<file path="config.mk">
export PLATFORM = sky130hd
export DESIGN_NAME = tileram_console
export DESIGN_NICKNAME = d
export VERILOG_FILES = /design/src/rtl/tileram_console.sv
export SDC_FILE = /design/constraint.sdc
export NUM_CORES = 1
export LEC_CHECK = 0
export BUFFER_PORTS_ARGS = -buffer_cell sky130_fd_sc_hd__buf_2
export CAP_MARGIN = 40
export CORE_ASPECT_RATIO = 2
export CORE_UTILIZATION = 45
export CTS_BUF_LIST = sky130_fd_sc_hd__clkbuf_2
export CTS_CLUSTER_DIAMETER = 80
export DETAILED_ROUTE_END_ITERATION = 8
export PLACE_DENSITY = 0.74
export SLEW_MARGIN = 20
export SYNTH_ARGS = -nofsm -noshare
export SYNTH_HDL_FRONTEND = slang
export SYNTH_SLANG_ARGS = --single-unit
</file>
<file path="constraint.sdc">
create_clock -name clk -period 2.4 [get_ports clk]
set_input_delay 0.24 -clock clk [delete_from_list [all_inputs] [get_ports clk]]
set_output_delay 0.24 -clock clk [all_outputs]
set_load 0.01 [all_outputs]
</file>
<file path="src/rtl/tileram_console.sv">
// Character-stream front end for the 128x8 tile RAM write port: places printable
// codes at a row/column cursor, handles CR/LF/BS, and runs a full-screen BLANK fill.
module tileram_console #(
  parameter int          COLS  = 16,
  parameter int          ROWS  = 8,
  parameter logic [7:0]  BLANK = 8'h20
) (
  input  logic       clk,
  input  logic       rst,
  input  logic [7:0] in_data,
  input  logic       in_valid,
  output logic       in_ready,
  input  logic       clr_req,
  output logic       busy,
  output logic [6:0] ram_waddr,
  output logic [7:0] ram_wdata,
  output logic       ram_we,
  output logic [6:0] cursor
);

  localparam int CW = (COLS > 1) ? $clog2(COLS) : 1;
  localparam int RW = (ROWS > 1) ? $clog2(ROWS) : 1;
  localparam logic [6:0] LAST = 7'(COLS * ROWS - 1);

  typedef enum logic {S_IDLE, S_CLEAR} state_t;

  state_t          r_state, w_state_nxt;
  logic [CW-1:0]   r_col, w_col_nxt;
  logic [RW-1:0]   r_row, w_row_nxt;
  logic [6:0]      r_cnt, w_cnt_nxt;
  logic            r_we, w_we_nxt;
  logic [6:0]      r_waddr, w_waddr_nxt;
  logic [7:0]      r_wdata, w_wdata_nxt;

  logic [6:0]      w_cursor;
  logic            w_col_last;
  logic            w_row_last;
  logic [RW-1:0]   w_row_inc;

  assign w_cursor   = 7'(int'(r_row) * COLS + int'(r_col));
  assign w_col_last = (r_col == CW'(COLS - 1));
  assign w_row_last = (r_row == RW'(ROWS - 1));
  assign w_row_inc  = w_row_last ? '0 : r_row + 1'b1;

  assign in_ready  = (r_state == S_IDLE) && !clr_req;
  assign busy      = (r_state == S_CLEAR);
  assign ram_we    = r_we;
  assign ram_waddr = r_waddr;
  assign ram_wdata = r_wdata;
  assign cursor    = w_cursor;

  always_comb begin
    w_state_nxt = r_state;
    w_col_nxt   = r_col;
    w_row_nxt   = r_row;
    w_cnt_nxt   = r_cnt;
    w_we_nxt    = 1'b0;
    w_waddr_nxt = r_waddr;
    w_wdata_nxt = r_wdata;
    case (r_state)
      S_IDLE: begin
        if (clr_req) begin
          // First clear write is issued on the request edge so the fill has no lead-in bubble.
          w_state_nxt = S_CLEAR;
          w_cnt_nxt   = '0;
          w_we_nxt    = 1'b1;
          w_waddr_nxt = '0;
          w_wdata_nxt = BLANK;
        end else if (in_valid) begin
          if (in_data >= 8'h20) begin
            w_we_nxt    = 1'b1;
            w_waddr_nxt = w_cursor;
            w_wdata_nxt = in_data;
            if (w_col_last) begin
              w_col_nxt = '0;
              w_row_nxt = w_row_inc;
            end else begin
              w_col_nxt = r_col + 1'b1;
            end
          end else if (in_data == 8'h0D) begin
            w_col_nxt = '0;
          end else if (in_data == 8'h0A) begin
            w_col_nxt = '0;
            w_row_nxt = w_row_inc;
          end else if (in_data == 8'h08 && w_cursor != 7'd0) begin
            w_we_nxt    = 1'b1;
            w_waddr_nxt = w_cursor - 7'd1;
            w_wdata_nxt = BLANK;
            if (r_col == '0) begin
              w_col_nxt = CW'(COLS - 1);
              w_row_nxt = r_row - 1'b1;
            end else begin
              w_col_nxt = r_col - 1'b1;
            end
          end
        end
      end
      S_CLEAR: begin
        if (r_cnt == LAST) begin
          w_state_nxt = S_IDLE;
          w_col_nxt   = '0;
          w_row_nxt   = '0;
        end else begin
          w_cnt_nxt   = r_cnt + 7'd1;
          w_we_nxt    = 1'b1;
          w_waddr_nxt = r_cnt + 7'd1;
          w_wdata_nxt = BLANK;
        end
      end
      default: w_state_nxt = S_IDLE;
    endcase
  end

  always_ff @(posedge clk) begin
    if (rst) begin
      r_state <= S_IDLE;
      r_col   <= '0;
      r_row   <= '0;
      r_cnt   <= '0;
      r_we    <= 1'b0;
      r_waddr <= '0;
      r_wdata <= '0;
    end else begin
      r_state <= w_state_nxt;
      r_col   <= w_col_nxt;
      r_row   <= w_row_nxt;
      r_cnt   <= w_cnt_nxt;
      r_we    <= w_we_nxt;
      r_waddr <= w_waddr_nxt;
      r_wdata <= w_wdata_nxt;
    end
  end

endmodule

</file>
==> results of run 1 <==
## registers in the layout, summed over array words and instances, names as in the netlist
name,flops
ram_wdata,8
r_col,4
ram_waddr,7
busy,1
ram_we,1
r_row,3
r_cnt,7
## cell families (layout without fill, tap and decap cells)
group                      count (synthesis)  count (layout)  share of synthesized area [%]
AOI/OAI and AO/OA                         55              55                          22.54
xor gates and xnor gates                  11              11                          5.373
adders and majority gates                  7               7                          4.885
buffers and inverters                     24              71                          5.932
DFF                                       31              31                          34.61
muxes                                      4               4                          2.303
and+or+nand+nor                           87              87                          24.36
## cells in the final DEF, fill, tap and decap left out, drive strengths merged, types with 2 or more instances in the layout
cell	instances
buf	52
dfxtp	31
nor2	26
a21oi	18
nand2	16
nand3	12
nor3	12
inv	11
ha	7
o21ai	6
xnor2	6
or3	5
xor2	5
a211oi	5
clkbuf	5
a221oi	4
mux2i	3
nand2b	3
a22oi	3
or3b	3
and4	2
nor2b	2
nor4	2
a311o	2
a32o	2
o2bb2ai	2
o32ai	2
clkinv	2
## power groups by stage
stage / clock (W) / sequential [W] / combinational, W
finish: 0.000361 / 0.000551 / 0.000201
global route: 0.000388 / 0.000554 / 0.000223
CTS: 0.000368 / 0.000551 / 0.000200
detailed placement: 0 / 0.000562 / 0.000199
global placement: 0 / 0.000561 / 0.000197
floorplan: 0 / 0.000567 / 0.000117
## layer usage
layer  global-route usage, %  part of all wire (%)  up-vias
li1                        -                     -      886
met1                   26.60                    37      834
met2                   44.79                    58       30
met3                   3.380                   2.2       12
met4                   12.14                   3.0        0
met5                       0                     0        -
## repair_timing
action	in CTS	in global routing
endpoints found under the setup margin	0	3
hold buffers	0	0
resized for setup	0	3
## per-stage QoR
stage               power [W]  instance area [µm²]  worst slack (ns)
finish               0.001113                 2170            0.1660
global route         0.001165                 2170           0.03163
CTS                  0.001118                 2156           0.06376
detailed placement  0.0007615                 2092            0.1114
global placement    0.0007583                 2092            0.1289
floorplan           0.0006837                 1793            0.1041
## tightest hold or removal path, delay by kind of cell
kind	cells	cell delay, ns
AO/OA/AOI/OAI	1	0.06
buffers and inverters	1	0.11
AND/OR/NAND/NOR	1	0.06
## worst paths after layout
kind	from	to	slack [ns]	depth (start not counted)
setup / recovery	r_col[0]	r_row[0]	0.17	7
hold / removal	in_data[3]	ram_wdata[3]	0.12	3
setup reg to reg	r_col[0]	r_row[0]	0.17	7
hold reg to reg	ram_wdata[3]	ram_wdata[3]	0.47	2
## area by class of cell
type / count / area (µm²) / share of cell area, %
clock buffer: 5 / 25.02 / 1.153
inverter: 11 / 41.29 / 1.903
sequential: 31 / 620.6 / 28.60
tap: 51 / 63.81 / 2.941
clock inverter: 3 / 38.79 / 1.788
multi-input combinational: 164 / 1080 / 49.77
timing repair buffer: 52 / 300.3 / 13.84
==> reports/metrics.yaml, run 1 <==
placed_cells_incl_taps: 309
clock_tree_from_tritoncts: "done"
timing.final.crit_period_ns: 2.234
crit_buf_inv: 1
vias_in_the_first_global_route: 1755
intPower_w: 0.0007925
synth.yosys.seq_area_share_pct: 34.61
die_width_um: 46.64
switchingPower_w: 0.0003204
drt-wirelength-per-cell_um: 14.78
postSynthCellCount: 219
cpPeakStageDelay_ns: 0.41
drtPass1Iterations: 4
min-delay-path-class: "in -> reg"
peakVddDrop_v: 0.0004172
clk_pin_slew_ns: 0.17
detailed_place_hpwl_um: 3654
synth_area_leaders: "dfxtp_1 (35%), nor2_1 (5.4%), a21oi_1 (5.0%), ha_1 (4.9%), nand3_1 (3.3%)"
synth_area_per_cell_um2: 8.187
post_synth_instance_area_um2: 1793
yosys.area.top_type_share_pct: 34.61
n_antenna_cell: 0
finalClockSkew_ns: 0.004873
finalHoldViolations: 0
report.final.slew_viol_count: 0
final.fill_count: 386
pwr-share-comb_pct: 18.1
site_row_count: 32
groute.usage.overall_pct: 25.19
worstPathCellList: "inv_1 > ha_1 > or3b_1 > a2111oi_2 > o32ai_2 > a2111o_1 > a21oi_1"
postRouteAntennaNets: 0
number_of_antenna_violations_at_the_first_check_in_global_routing: 0
drt_drc_violations_left: 0
worstMarginPinSlew_ns: 0.6458
num-nets-final: 284
timing.hold.ws_ns: 0.1198
grt_max_degree: 32
status: "complete, no violations"
crit_type: "reg -> reg"
aggregate_routed_wire_length_um: 4684
overflow: 0
switching_share_pct: 28.79
cts_max_path_bufs: 2
ys_warn_count: 0
initial_utilization_pct: 46.65
dieArea_um2: 4256
grt_first_pass_wirelength_um: 7948
finish.cell_count_without_fillers: 317
powerDensity_nw_per_um2: 512.9
clk_root_buffer_cell: "clkbuf_2"
worst_skew_pair.late_latency_ns: 0.37
syn-num-nets: 238
setup_viol: 0
pin_count: 37
setup_repair_after_global_routing_missed_its_margin: "no"
numClockSinks: 31
ys_flop_type: "dfxtp_1"
max_slew_margin_pct: 56.81
port_buffers: 36
pwr-share-clk_pct: 32.4
cap_violations: 0
via_per_inst: 5.558
dr_total_vias: 1762
required_ns: 2.71
synth_to_layout_area_growth_pct: 21.00
drt_first_iter_violations: 33
synth_top_cells_by_count: "dfxtp_1 (31), nor2_1 (26), a21oi_1 (18)"
core_area_um2: 3844
synth.lib_cells_used.distinct: 48
synth.ff_latch_count: 31
numCtsBuffers: 5
drive_above_1_share_pct: 26.32
gp_congestion: 0.8416
min_period_over_period_pct: 93.09
worstPathArrival_ns: 2.55
p_leak_nw: 0.9228
critPathCaptureType: "register"
cp_top_family: "compound AO/OA/AOI/OAI gates"
die_height_um: 91.27
post-synth-top-count-cell: "dfxtp_1"
htreeDepth: 2
achievable_frequency_mhz: 447.6
async_flop_share_pct: 0
synth_area_leader_cell: "dfxtp_1"
critical_path.max_fanout: 6
tns_ns: 0
synth_edf_count: 0
cpMaxStageDelayCell: "a2111o_1"
cp_startpoint_kind: "register"
fin_util_pct: 56.45
post_cts_buffers: 0
seq_power_share_pct: 49.5
Power figures use the tool's default switching activity.
==> inputs of run 2 (changes only) <==
--- a/config.mk
+++ b/config.mk
@@ -5,6 +5,7 @@
 export SDC_FILE = /design/constraint.sdc
 export NUM_CORES = 1
 export LEC_CHECK = 0
+export ABC_AREA = 1
 export BUFFER_PORTS_ARGS = -buffer_cell sky130_fd_sc_hd__buf_2
 export CAP_MARGIN = 40
 export CORE_ASPECT_RATIO = 2
@@ -12,7 +13,7 @@
 export CTS_BUF_LIST = sky130_fd_sc_hd__clkbuf_2
 export CTS_CLUSTER_DIAMETER = 80
 export DETAILED_ROUTE_END_ITERATION = 8
-export PLACE_DENSITY = 0.74
+export PLACE_DENSITY = 0.73
 export SLEW_MARGIN = 20
 export SYNTH_ARGS = -nofsm -noshare
 export SYNTH_HDL_FRONTEND = slang
==> run 2 against run 1 <==
Compared with the run above: sequential share of layout area down 2.0 points; count of clock-buffer cells in the layout unchanged; first-iteration DRC count up 97%; setup slack better by 0.26 ns; clock skew up 0.010 ns; cell count up 35%; synthesized area up 16%; die area up 15%; via count up 22%; synthesized cell count up 55%; non-clock buffer count down 15; cell area up 7.7%; highest routed layer unchanged.
==> reports/metrics.yaml, run 2 <==
status: "complete, no violations"
pwr-share-clk_pct: 30.2
required_ns: 2.69
syn-num-nets: 358
largest_register_ffs: 8
ys_flop_type: "dfxtp_1"
setup_viol: 0
cap_violations: 0
cts_repair_resize_count: 0
numClockSinks: 31
postCtsHoldBufs: 0
gp_congestion: 0.9492
cpPeakStageDelay_ns: 0.50
synth_area_per_cell_um2: 6.123
cpMaxStageDelayCell: "dfxtp_1"
synth_area_leaders: "dfxtp_1 (30%), nand2_1 (16%), nor2_1 (14%), inv_1 (6.7%), nand3_1 (6.5%)"
cp_startpoint_kind: "register"
peakVddDrop_v: 0.0002895
pin_count: 37
report.final.slew_viol_count: 0
detailed_place_hpwl_um: 4083
dr_total_vias: 2146
overflow: 0
port_buffers: 36
critical_path.max_fanout: 11
via_per_inst: 5.002
pwr-share-comb_pct: 22.7
max_slew_margin_pct: 55.18
switchingPower_w: 0.0004024
post_cts_buffers: 0
synth.ff_latch_count: 31
cell_count_of_the_worst_reg_to_reg_path: 10
placed_cells_incl_taps: 421
groute.usage.overall_pct: 23.21
synth_to_layout_area_growth_pct: 12.54
yosys.area.top_type_share_pct: 29.90
timing.critical_path.mode_cell: "nand2_2"
postSynthCellCount: 339
min_path_cells: 3
clock_tree_from_tritoncts: "done"
worstPathCellList: "inv_1 > ha_1 > nand4_1 > nand3_1 > nand2_2 > nand2_2 > nand2_2 > nand2_1 > nand2_1 > nor2_1"
finalClockSkew_ns: 0.01497
postRouteAntennaNets: 0
switching_share_pct: 33.13
number_of_antenna_violations_at_the_first_check_in_global_routing: 0
achievable_frequency_mhz: 506.4
die_width_um: 50.03
synth_area_leader_cell: "dfxtp_1"
numCtsBuffers: 5
worst_skew_pair.late_latency_ns: 0.39
setup_repair_after_global_routing_missed_its_margin: "no"
dieArea_um2: 4905
seq_power_share_pct: 47.1
vias_in_the_first_global_route: 2000
aggregate_routed_wire_length_um: 5288
synth.lib_cells_used.distinct: 31
grt_first_pass_wirelength_um: 8769
core_area_um2: 4382
finish.cell_count_without_fillers: 429
async_flop_share_pct: 0
drive_above_1_share_pct: 16.53
grt_max_degree: 22
synth.yosys.seq_area_share_pct: 29.90
cts_max_path_bufs: 2
drt_first_iter_violations: 65
ys_warn_count: 0
crit-reg2reg-launch: "r_col[0]"
powerDensity_nw_per_um2: 520.0
worstPathArrival_ns: 2.27
post_synth_instance_area_um2: 2076
die_height_um: 98.05
drt-wirelength-per-cell_um: 12.33
drtPass1Iterations: 4
holdCritStartpoint: "in_data[7]"
tns_ns: 0
mostFrequentLayoutCells: "nand2_1 (91), nor2_1 (80), inv_1 (37)"
initial_utilization_pct: 47.37
synth_top_cells_by_count: "nand2_1 (91), nor2_1 (80), inv_1 (37)"
post-synth-top-count-cell: "nand2_1"
critPathCaptureType: "register"
worstMarginPinSlew_ns: 0.6716
min-delay-path-class: "in -> reg"
clk_root_buffer_cell: "clkbuf_2"
synth_edf_count: 0
htreeDepth: 2
intPower_w: 0.0008122
clk_pin_slew_ns: 0.17
site_row_count: 34
num-nets-final: 393
finalHoldViolations: 0
crit_start: "r_col[0]"
n_antenna_cell: 0
crit_type: "reg -> reg"
p_leak_nw: 1.221
timing.final.crit_period_ns: 1.975
min_period_over_period_pct: 82.29
mostFrequentLayoutCell: "nand2_1"
drt_drc_violations_left: 0
[run 2: changes by cell type in the layout (fill, tap and decap cells not counted), moves of 6 or more]
cell     change
o21ai_0      +8
nand3_1     +15
buf_4       -15
inv_1       +26
nor2_1      +54
a21oi_1      -6
nand2_1     +75
nor3_1       -8
[run 2: final timing paths]
path,end,slack (ns)
setup / recovery,ram_wdata[3],0.43
hold / removal,ram_wdata[7],0.16
setup reg to reg,ram_wdata[3],0.43
hold reg to reg,ram_wdata[1],0.49
[run 2: cell type report]
| type | count | area (µm²) |
|---|---|---|
| Timing Repair Buffer | 37 | 187.7 |
| Multi-Input combinational cell | 259 | 1244 |
| Fill cell | 478 | 2046 |
| Clock inverter | 3 | 38.79 |
| Sequential cell | 31 | 620.6 |
| Tap cell | 54 | 67.56 |
| Inverter | 40 | 152.6 |
| Clock buffer | 5 | 25.02 |
[run 2: power groups by stage]
stage	Sequential (W)	Combinational, W	Clock (W)
finish	0.000572	0.000275	0.000367
global route	0.000577	0.000314	0.000389
CTS	0.000572	0.000274	0.000374
detailed placement	0.000583	0.000273	0
global placement	0.000583	0.000271	0
floorplan	0.000585	0.000191	0
[run 2: kinds of logic (layout without fill, tap and decap cells)]
logic type                 Yosys count  after routing  synth area share (%)
AOI/OAI and AO/OA                   32             32                 9.163
xor gates and xnor gates             4              4                 1.688
adders and majority gates            7              7                 4.219
buffers and inverters               49             85                 10.19
DFF                                 31             31                 29.90
and+or+nand+nor                    216            216                 44.85
[run 2: stage by stage]
stage | area, µm² | hold WS [ns] | power, W | setup WS [ns] | util (%)
after detailed placement | 2272 | 0.4686 | 0.0008566 | 0.4606 | 51.86
final | 2336 | 0.1638 | 0.001215 | 0.4251 | 53.31
after global routing | 2336 | 0.1675 | 0.001280 | 0.2461 | 53.31
after floorplan | 2076 | 0.4156 | 0.0007762 | 0.7953 | -
after global placement | 2272 | 0.4637 | 0.0008541 | 0.4612 | 51.86
after CTS | 2336 | 0.1536 | 0.001221 | 0.4235 | 53.31
[run 2: critical path, delay by kind of cell (launching register included)]
kind,cells,cell delay (ns)
and+or+nand+nor,8,0.92
buffers and inverters,1,0.18
adders and majority gates,1,0.28
DFF,1,0.50
[run 2: layer usage]
layer	GRT usage (%)	wire length (µm)
met1	25.38	2096
met2	40.62	2697
met3	3.427	227
met4	13.41	266
met5	0	0
==> inputs of run 3 (changes only) <==
==> constraint.sdc (replaced) <==
create_clock -name clk -period 1.6 [get_ports clk]
set_input_delay 0.16 -clock clk [delete_from_list [all_inputs] [get_ports clk]]
set_output_delay 0.16 -clock clk [all_outputs]
set_load 0.01 [all_outputs]
==> run 3 against run 2 <==
Compared with the run above: clock power is 8.7% higher; non-clock buffer count up 24; clock skew up 0.0019 ns; hold slack worse by 0.061 ns; die area stayed put; first-iteration DRC count is 7.7% lower; utilization is 5.9 points higher; maximum frequency rose by 29%; cell count grew 5.8%.
==> reports/metrics.yaml, run 3 (synthesis results as in run 2) <==
status: "complete, no violations"
min_period_over_period_pct: 95.81
cpMaxStageDelayCell: "dfxtp_4"
tns_ns: 0
postLayoutCellArea_um2: 2592
port_buffers: 36
mostFrequentLayoutCell: "nand2_1"
postCtsHoldBufs: 0
worstHoldEndpoint: "ram_wdata[7]"
cap_violations: 0
site_row_count: 34
setup_repair_after_global_routing_missed_its_margin: "yes"
setup_viol: 0
drive_above_1_share_pct: 24.75
holdCritStartpoint: "in_data[7]"
groute.usage.overall_pct: 24.13
required_ns: 1.93
powerDensity_nw_per_um2: 677.0
grt_max_degree: 13
critical_path.max_fanout: 6
cp_top_family: "simple AND/OR/NAND/NOR gates"
cts_max_path_bufs: 2
pin_count: 37
die_width_um: 50.03
numClockSinks: 31
critPathCaptureType: "register"
worstReg2RegEnd: "r_row[0]"
drt_first_iter_violations: 60
finish.cell_count_without_fillers: 454
crit-reg2reg-launch: "r_cnt[0]"
peakVddDrop_v: 0.0004258
worst_skew_pair.late_latency_ns: 0.37
max_slew_margin_pct: 72.56
finalHoldViolations: 0
dpl_cell_area_um2: 2451
clk_root_buffer_cell: "clkbuf_2"
cell_count_of_the_worst_reg_to_reg_path: 9
worstPathCellList: "ha_4 > nand3_4 > nor2_4 > nand2_4 > a21oi_2 > nand3_2 > nand2_1 > nand2_1 > nor2_1"
timing.critical_path.mode_cell: "nand2_1"
min_path_cells: 3
htreeDepth: 2
min-delay-path-class: "in -> reg"
core_area_um2: 4382
overflow: 0
dr_total_vias: 2260
largest_register_ffs: 8
num-nets-final: 418
crit_buf_inv: 0
final.fill_count: 461
worstPathArrival_ns: 1.86
detailed_place_hpwl_um: 4375
vias_in_the_first_global_route: 2126
synth_to_layout_area_growth_pct: 24.89
p_leak_nw: 1.344
initial_utilization_pct: 47.37
clk_pin_slew_ns: 0.17
cpPeakStageDelay_ns: 0.40
drt_drc_violations_left: 0
dieArea_um2: 4905
number_of_antenna_violations_at_the_first_check_in_global_routing: 0
gp_congestion: 0.9084
crit_type: "reg -> reg"
achievable_frequency_mhz: 652.3
aggregate_routed_wire_length_um: 5696
timing.final.crit_period_ns: 1.533
grt_first_pass_wirelength_um: 9087
via_per_inst: 4.978
worstMarginPinSlew_ns: 0.4111
cp_startpoint_kind: "register"
finalClockSkew_ns: 0.01685
drtPass1Iterations: 5
die_height_um: 98.05
n_antenna_cell: 0
setup.reg_to_reg.worst_slack_ns: 0.07
numCtsBuffers: 5
drt-wirelength-per-cell_um: 12.55
postRouteAntennaNets: 0
mostFrequentLayoutCells: "nand2_1 (91), nor2_1 (78), inv_1 (37)"
clock_tree_from_tritoncts: "done"
report.final.slew_viol_count: 0
placed_cells_incl_taps: 443
[run 3: changes by cell type in the layout (fill, tap and decap cells not counted), moves of 2 or more]
cell      change
ha_4          +3
clkbuf_2      +2
buf_4        +23
dfxtp_4       +2
nor2_2        +2
dfxtp_1       -5
ha_1          -4
nor2_1        -2
dfxtp_2       +3
[run 3: stage by stage]
step	utilization (%)	setup WS, ns	power [W]	hold WS [ns]
global placement	55.94	0.09326	0.001334	0.4599
finish	59.17	0.06701	0.001755	0.1030
CTS	56.85	0.01481	0.001732	0.09428
global route	59.17	-0.05240	0.001845	0.1062
detailed placement	55.94	0.05251	0.001338	0.4764
floorplan	-	0.07031	0.001165	0.3356
[run 3: worst reg2reg max path, stage by stage, from the launching register on]
cell     delay [ns]
dfxtp_4        0.40
ha_4           0.15
nand3_4        0.09
nor2_4         0.17
nand2_4        0.10
a21oi_2        0.16
nand3_2        0.16
nand2_1        0.10
nand2_1        0.05
nor2_1         0.10
[run 3: layer usage]
layer / vias to the layer above / share of wire (%) / track usage [%]
met4: 0 / 4.5 / 16.48
met5: - / 0 / 0
li1: 1176 / - / -
met1: 996 / 37 / 23.05
met3: 20 / 4.0 / 2.960
met2: 68 / 55 / 45.03
[run 3: what timing repair did]
item                                    4_1_cts  5_1_grt
endpoints found under the setup margin        0       28
setup buffers                                 0        2
resized for setup                             0       18
[run 3: layout make-up]
cell class / count / area [µm²] / area share, %
clock buffers: 7 / 35.03 / 1.351
flip-flops and latches: 31 / 631.9 / 24.37
inverters: 40 / 152.6 / 5.888
multi-input cells: 260 / 1320 / 50.92
clock inverters: 1 / 5.005 / 0.1930
repair buffers: 61 / 380.4 / 14.67
well taps: 54 / 67.56 / 2.606
[run 3: power by group]
group	internal [W]	leakage, nW	switching [W]	total (W)
Combinational	0.000205	1.05	0.000306	0.000511
Clock	0.000119	0.0330	0.000280	0.000399
Sequential	0.000816	0.257	0.0000290	0.000845
Total	0.00114	1.34	0.000614	0.00175
[run 3: how the worst max path moves through the flow]
stage / start / to / slack, ns / cells past startpoint
6_report: r_cnt[0] / r_row[0] / 0.07 / 9
5_1_grt: r_cnt[0] / r_row[0] / -0.05 / 9
4_1_cts: r_cnt[0] / ram_waddr[6] / 0.01 / 9
3_5_place_dp: r_cnt[1] / r_col[1] / 0.05 / 10
3_3_place_gp: r_cnt[1] / r_col[0] / 0.09 / 10
2_1_floorplan: r_row[0] / ram_waddr[2] / 0.07 / 10
